File: src/rtl/mem_arb_pkg.sv
// Shared definitions for the I/D memory arbiter: source identifiers and the
// in-flight bookkeeping entry kept for every accepted transaction.
package mem_arb_pkg;

    localparam int TAG_W = 11;

    localparam logic SRC_I = 1'b0;
    localparam logic SRC_D = 1'b1;

    // One outstanding transaction: who issued it, whether it completes locally
    // (cache-maintenance op, never sent downstream) and the D request tag.
    typedef struct packed {
        logic             src;
        logic             is_local;
        logic [TAG_W-1:0] tag;
    } arb_entry_t;

endpackage

File: src/rtl/mem_arb_resp_fifo.sv
// In-order tracking FIFO for outstanding arbiter transactions. The head entry
// is visible combinationally so the arbiter can route the matching response.
module mem_arb_resp_fifo
    import mem_arb_pkg::*;
#(
    parameter int DEPTH = 2
) (
    input  logic       clk_i,
    input  logic       rst_i,
    input  logic       push_i,
    input  arb_entry_t push_data_i,
    input  logic       pop_i,
    output arb_entry_t head_o,
    output logic       full_o,
    output logic       empty_o
);

    localparam int PTR_W = (DEPTH > 1) ? $clog2(DEPTH) : 1;
    localparam int CNT_W = $clog2(DEPTH + 1);

    arb_entry_t       slot_reg [DEPTH];
    logic [PTR_W-1:0] wr_ptr_reg, wr_ptr_next;
    logic [PTR_W-1:0] rd_ptr_reg, rd_ptr_next;
    logic [CNT_W-1:0] count_reg, count_next;
    logic             do_push;
    logic             do_pop;

    // Full blocks a push even when a pop happens in the same cycle.
    always_comb begin
        full_o      = (count_reg == CNT_W'(DEPTH));
        empty_o     = (count_reg == '0);
        do_push     = push_i && !full_o;
        do_pop      = pop_i && !empty_o;
        wr_ptr_next = wr_ptr_reg;
        rd_ptr_next = rd_ptr_reg;
        count_next  = count_reg;
        if (do_push) begin
            wr_ptr_next = (wr_ptr_reg == PTR_W'(DEPTH - 1)) ? '0 : wr_ptr_reg + 1'b1;
        end
        if (do_pop) begin
            rd_ptr_next = (rd_ptr_reg == PTR_W'(DEPTH - 1)) ? '0 : rd_ptr_reg + 1'b1;
        end
        case ({do_push, do_pop})
            2'b10:   count_next = count_reg + 1'b1;
            2'b01:   count_next = count_reg - 1'b1;
            default: count_next = count_reg;
        endcase
        head_o = slot_reg[rd_ptr_reg];
    end

    // Pointer and occupancy state; contents are discarded on reset.
    always_ff @(posedge clk_i) begin
        if (rst_i) begin
            wr_ptr_reg <= '0;
            rd_ptr_reg <= '0;
            count_reg  <= '0;
        end else begin
            wr_ptr_reg <= wr_ptr_next;
            rd_ptr_reg <= rd_ptr_next;
            count_reg  <= count_next;
        end
    end

    // Per-slot storage write; slot payload needs no reset.
    for (genvar gi = 0; gi < DEPTH; gi++) begin : g_slot
        always_ff @(posedge clk_i) begin
            if (do_push && (wr_ptr_reg == PTR_W'(gi))) begin
                slot_reg[gi] <= push_data_i;
            end
        end
    end

endmodule

File: src/rtl/mem_id_arbiter.sv
// Shares one single-port memory between the core's fetch (I) and data (D)
// interfaces. Requests are arbitrated combinationally; every accepted
// transaction is tracked in order so the in-order downstream acks can be
// routed back to the issuing side. D maintenance ops complete locally.
module mem_id_arbiter
#(
    parameter int OUTSTANDING  = 2,
    parameter int STARVE_LIMIT = 4
) (
    input  logic        clk_i,
    input  logic        rst_i,
    input  logic        mem_i_rd_i,
    input  logic        mem_i_flush_i,
    input  logic        mem_i_invalidate_i,
    input  logic [31:0] mem_i_pc_i,
    output logic        mem_i_accept_o,
    output logic        mem_i_valid_o,
    output logic        mem_i_error_o,
    output logic [31:0] mem_i_inst_o,
    input  logic [31:0] mem_d_addr_i,
    input  logic [31:0] mem_d_data_wr_i,
    input  logic        mem_d_rd_i,
    input  logic [3:0]  mem_d_wr_i,
    input  logic        mem_d_cacheable_i,
    input  logic [10:0] mem_d_req_tag_i,
    input  logic        mem_d_invalidate_i,
    input  logic        mem_d_writeback_i,
    input  logic        mem_d_flush_i,
    output logic        mem_d_accept_o,
    output logic        mem_d_ack_o,
    output logic        mem_d_error_o,
    output logic [31:0] mem_d_data_rd_o,
    output logic [10:0] mem_d_resp_tag_o,
    output logic [31:0] mem_addr_o,
    output logic [31:0] mem_data_wr_o,
    output logic        mem_rd_o,
    output logic [3:0]  mem_wr_o,
    input  logic        mem_accept_i,
    input  logic        mem_ack_i,
    input  logic        mem_error_i,
    input  logic [31:0] mem_data_rd_i,
    output logic        proto_err_o
);

    import mem_arb_pkg::*;

    localparam int STARVE_W = $clog2(STARVE_LIMIT + 1);

    logic [STARVE_W-1:0] starve_cnt_reg, starve_cnt_next;

    logic        i_req, d_req, d_maint, d_active, starve_full;
    logic        grant_i, grant_d, dn_i, dn_d;
    logic        issue_i, issue_d, maint_accept;
    logic        fifo_full, fifo_empty, push, pop_local, pop_ack, ack_orphan;
    arb_entry_t  push_entry, head_entry;
    logic        resp_i, resp_d;

    logic        i_valid_reg, i_error_reg;
    logic [31:0] i_inst_reg;
    logic        d_ack_reg, d_error_reg;
    logic [31:0] d_data_reg;
    logic [10:0] d_tag_reg;
    logic        proto_err_reg;

    // Cache hints have no meaning here: no cache sits behind the arbiter.
    logic unused_hints;
    assign unused_hints = ^{mem_i_flush_i, mem_i_invalidate_i, mem_d_cacheable_i};

    // Grant, downstream request mux and accept handshakes.
    always_comb begin
        i_req       = mem_i_rd_i;
        d_req       = mem_d_rd_i || (|mem_d_wr_i);
        d_maint     = mem_d_invalidate_i || mem_d_writeback_i || mem_d_flush_i;
        d_active    = d_req || d_maint;
        starve_full = (starve_cnt_reg == STARVE_W'(STARVE_LIMIT));

        // D wins unless it is idle or I has been denied long enough.
        grant_i = !rst_i && i_req && (!d_active || starve_full);
        grant_d = !rst_i && d_active && !grant_i;

        // Nothing is offered downstream while there is no slot to track it.
        dn_i = grant_i && !fifo_full;
        dn_d = grant_d && d_req && !fifo_full;

        issue_i      = dn_i && mem_accept_i;
        issue_d      = dn_d && mem_accept_i;
        maint_accept = grant_d && !d_req && fifo_empty;

        mem_addr_o    = '0;
        mem_data_wr_o = '0;
        mem_rd_o      = 1'b0;
        mem_wr_o      = '0;
        if (dn_i) begin
            mem_addr_o = mem_i_pc_i;
            mem_rd_o   = 1'b1;
        end else if (dn_d) begin
            mem_addr_o    = mem_d_addr_i;
            mem_data_wr_o = mem_d_data_wr_i;
            mem_rd_o      = mem_d_rd_i;
            mem_wr_o      = mem_d_wr_i;
        end

        mem_i_accept_o = issue_i;
        mem_d_accept_o = issue_d || maint_accept;

        push                = issue_i || issue_d || maint_accept;
        push_entry.src      = issue_i ? SRC_I : SRC_D;
        push_entry.is_local = maint_accept;
        push_entry.tag      = issue_i ? '0 : mem_d_req_tag_i;

        // A local head retires on its own; its response was already issued.
        pop_local  = !fifo_empty && head_entry.is_local;
        pop_ack    = mem_ack_i && !fifo_empty && !head_entry.is_local;
        ack_orphan = mem_ack_i && fifo_empty;
        resp_i     = pop_ack && (head_entry.src == SRC_I);
        resp_d     = pop_ack && (head_entry.src == SRC_D);

        starve_cnt_next = starve_cnt_reg;
        if (issue_i) begin
            starve_cnt_next = '0;
        end else if (i_req && !grant_i && !starve_full) begin
            starve_cnt_next = starve_cnt_reg + 1'b1;
        end
    end

    mem_arb_resp_fifo #(
        .DEPTH (OUTSTANDING)
    ) u_resp_fifo (
        .clk_i       (clk_i),
        .rst_i       (rst_i),
        .push_i      (push),
        .push_data_i (push_entry),
        .pop_i       (pop_local || pop_ack),
        .head_o      (head_entry),
        .full_o      (fifo_full),
        .empty_o     (fifo_empty)
    );

    // Starvation counter and registered, single-cycle response pulses.
    always_ff @(posedge clk_i) begin
        if (rst_i) begin
            starve_cnt_reg <= '0;
            i_valid_reg    <= 1'b0;
            i_error_reg    <= 1'b0;
            i_inst_reg     <= '0;
            d_ack_reg      <= 1'b0;
            d_error_reg    <= 1'b0;
            d_data_reg     <= '0;
            d_tag_reg      <= '0;
            proto_err_reg  <= 1'b0;
        end else begin
            starve_cnt_reg <= starve_cnt_next;
            i_valid_reg    <= resp_i;
            i_error_reg    <= resp_i && mem_error_i;
            i_inst_reg     <= resp_i ? mem_data_rd_i : '0;
            // A maintenance op is only taken with nothing outstanding, so it
            // never collides with a downstream D response.
            d_ack_reg      <= resp_d || maint_accept;
            d_error_reg    <= resp_d && mem_error_i;
            d_data_reg     <= resp_d ? mem_data_rd_i : '0;
            d_tag_reg      <= maint_accept ? mem_d_req_tag_i :
                              (resp_d ? head_entry.tag : '0);
            proto_err_reg  <= proto_err_reg || ack_orphan;
        end
    end

    assign mem_i_valid_o    = i_valid_reg;
    assign mem_i_error_o    = i_error_reg;
    assign mem_i_inst_o     = i_inst_reg;
    assign mem_d_ack_o      = d_ack_reg;
    assign mem_d_error_o    = d_error_reg;
    assign mem_d_data_rd_o  = d_data_reg;
    assign mem_d_resp_tag_o = d_tag_reg;
    assign proto_err_o      = proto_err_reg;

endmodule

File: config.mk
export PLATFORM = sky130hd
export DESIGN_NAME = mem_id_arbiter
export DESIGN_NICKNAME = d
export VERILOG_FILES = /design/src/rtl/mem_arb_pkg.sv /design/src/rtl/mem_arb_resp_fifo.sv /design/src/rtl/mem_id_arbiter.sv
export SDC_FILE = /design/constraint.sdc
export NUM_CORES = 1
export LEC_CHECK = 0
export CORE_MARGIN = 1
export CORE_UTILIZATION = 28
export CTS_BUF_LIST = sky130_fd_sc_hd__clkbuf_4
export DETAILED_ROUTE_END_ITERATION = 6
export GPL_ROUTABILITY_DRIVEN = 0
export PLACE_DENSITY = 0.64
export SLEW_MARGIN = 20
export SYNTH_ARGS = -nofsm -noshare
export SYNTH_HDL_FRONTEND = slang
export SYNTH_SLANG_ARGS = --single-unit
File: constraint.sdc
create_clock -name clk_i -period 3.7 [get_ports clk_i]
set_input_delay 0.74 -clock clk_i [delete_from_list [all_inputs] [get_ports clk_i]]
set_output_delay 0.74 -clock clk_i [all_outputs]
set_load 0.02 [all_outputs]
==> flow_summary.yaml <==
outcome:
  status: "finished clean"
layout:
  fillerInstances: 1350
  mostFrequentLayoutCells: "clkdlybuf4s50_1 (232), and2_1 (114), dfxtp_1 (88), a22o_1 (38), dlygate4sd2_1 (37)"
  nets: 846
  antenna_cells: 0
  layout_commonest_cell: "clkdlybuf4s50_1"
  drive_above_1_share: 0.144
  regArea_um2: 2540
  area_delta_synth_final_pct: 80.3
  multi_input_area_um2: 1650
yosys:
  netlist_area_um2: 4300
  synth.avg_cell_area_um2: 11.6
  syn-num-nets: 529
  synth_warnings: 0
  synth.distinct_cells: 42
  synth_seq_cells: 114
  netlist_instances: 370
  synth_seq_area_share: 0.591
cts:
  cts_tree: "yes"
  cts_root_buf: "clkbuf_4"
  clock_sinks: 114
  clkTransAtPathRegs_ns: 0.10
  postCtsHoldBufs: 0
  cts_buffer_depth: 2
  clkLatencyLatePin_ns: 0.51
  cts_setup_buffers: 0
  cts-buffers-inserted: 17
  cts-htree-levels: 4
power:
  p_total_mw: 3.40
  power_density_nw_per_um2: 438
  power_leakage_nw: 3.22
  vdd_drop_max_v: 0.000201
global_route:
  grt_pass1_wl_um: 21700
  grt_max_degree: 44
  grt_util_met2: 0.331
  grt_antenna_before_repair: 0
  track_usage: 0.183
  grt-busiest-layer: "met2"
  grtUsageMet1: 0.199
  grt_use_met3: 0.0646
  grt_remaining_overflow: 0
  grt_pass1_vias: 3961
placed_design:
  dp_hpwl_um: 11600
  io_buffers: 303
floorplanning:
  die_h_um: 126
  io_pins: 307
  core_area_um2: 14800
  die-area_um2: 15900
  placementRows: 44
  start_util: 0.292
  dieWidth_um: 126
detailed_routing:
  avgRoutedWirePerCell_um: 16.4
  drt_iter0_drc: 163
  drtPass1Iterations: 4
  vias: 3843
  detail-route-antenna-nets: 0
  drt-total-wl_um: 14500
  drc: 0
  via_per_inst: 4.35
job:
  maxCapViolCount: 0
worst_setup_path:
  slowest_stage: "or4_4"
  r2r_slack_ns: 1.13
  crit_type: "in -> out"
  cpLargestDelayFamily: "simple AND/OR/NAND/NOR gates"
  crit_path_max_fanout: 43
  cp.required_ns: 2.96
  critPathMaxStageDelay_ns: 0.55
  critPathLaunchType: "primary input"
  endpoint_kind: "primary output"
  crit_buf_inv: 3
  crit_chain: "clkdlybuf4s50_1 -> or4_4 -> or2_4 -> nor3b_4 -> buf_12 -> and2_1 -> dlygate4sd2_1"
  cp.arrival_ns: 2.88
timing:
  hold_viol: 0
  drv_slew: 0
  fin_crit_ns: 3.62
  post-route-period-util: 0.979
  timing.fmax_mhz: 276
  setup_viol: 0
  rsz0062_at_grt: "false"
  slew_headroom: 0.539
  worstMarginPinSlew_ns: 0.688
  setup_tns_ns: 0
  whs_ns: 0.491
  skew_ns: 0.0236
hold_path:
  min_path_type: "reg -> reg"
## layout make-up
class	instances	share of cell area
repair buffers	321	0.386
clock inverters	14	0.0239
inverters	5	0.00242
multi-input cells	228	0.213
well taps	184	0.0297
flip-flops and latches	114	0.328
clock buffers	18	0.0174
## synthesized netlist by cell type, drive strengths merged
| cell type | count | area [µm²] |
|---|---|---|
| and2 | 114 | 713 |
| or4 | 1 | 11.3 |
| edfxtp | 26 | 781 |
| or2 | 2 | 15.0 |
| o31a | 1 | 8.76 |
| xor2 | 1 | 8.76 |
| a211oi | 2 | 27.5 |
| a21o | 2 | 15.0 |
| inv | 5 | 18.8 |
| o31ai | 1 | 7.51 |
| nand4b | 1 | 8.76 |
| and2b | 1 | 7.51 |
| nor3b | 3 | 33.8 |
| o311ai | 2 | 35.0 |
| nor3 | 4 | 31.3 |
| nand3b | 1 | 7.51 |
| ha | 3 | 37.5 |
| dfxtp | 88 | 1760 |
| a22o | 38 | 333 |
| a31o | 1 | 8.76 |
| mux2i | 8 | 80.1 |
| buf | 6 | 37.5 |
| xnor2 | 3 | 26.3 |
| mux2 | 7 | 78.8 |
| o21ai | 1 | 5.00 |
| nand2 | 3 | 13.8 |
| nand2b | 1 | 6.26 |
| nor2 | 16 | 60.1 |
| clkbuf | 17 | 63.8 |
| or3 | 2 | 12.5 |
| nor2b | 1 | 6.26 |
| a21oi | 8 | 40.0 |
## per-stage QoR
step / area [µm²] / worst slack (ns) / utilization / cells
floorplan: 4300 / 0.667 / - / 370
global placement: 7650 / -0.229 / 0.518 / 852
detailed placement: 7650 / -0.207 / 0.518 / 852
CTS: 7880 / 0.0422 / 0.534 / 884
global route: 7750 / 0.00315 / 0.526 / 884
finish: 7750 / 0.0780 / 0.526 / 884
## power breakdown
group	internal, mW	total, mW	switching, mW
sequential	1.36	1.41	0.0461
clock	0.544	1.02	0.475
combinational	0.489	0.974	0.484
total	2.39	3.40	1.01
## metal layers
metal | vias up | wire, µm
met5 | - | 0
met4 | 0 | 264
met3 | 24 | 1150
met2 | 181 | 7440
met1 | 1739 | 5620
li1 | 1899 | -
## final timing paths
check	startpoint	endpoint	cells after the start
max	mem_d_wr_i[1]	mem_data_wr_o[10]	7
min	u_resp_fifo.wr_ptr_reg	u_resp_fifo.wr_ptr_reg	1
max reg2reg	starve_cnt_reg[0]	u_resp_fifo.count_reg[1]	13
min reg2reg	u_resp_fifo.wr_ptr_reg	u_resp_fifo.wr_ptr_reg	1
## logic make-up (layout without fill, tap and decap cells)
family | Yosys count | after routing | synth area share
buf+inv | 28 | 358 | 0.0279
compound gates | 56 | 56 | 0.112
flops | 114 | 114 | 0.591
xor+xnor | 4 | 4 | 0.00815
simple gates | 150 | 150 | 0.216
mux | 15 | 15 | 0.0369
fa+ha+maj | 3 | 3 | 0.00873
## timing repair
action / in CTS / in global routing
endpoints found under the setup margin: 71 / 34
resized for setup: 71 / 67
hold endpoints to repair: 0 / 0
No activity file was read; power rests on OpenSTA's default activity.
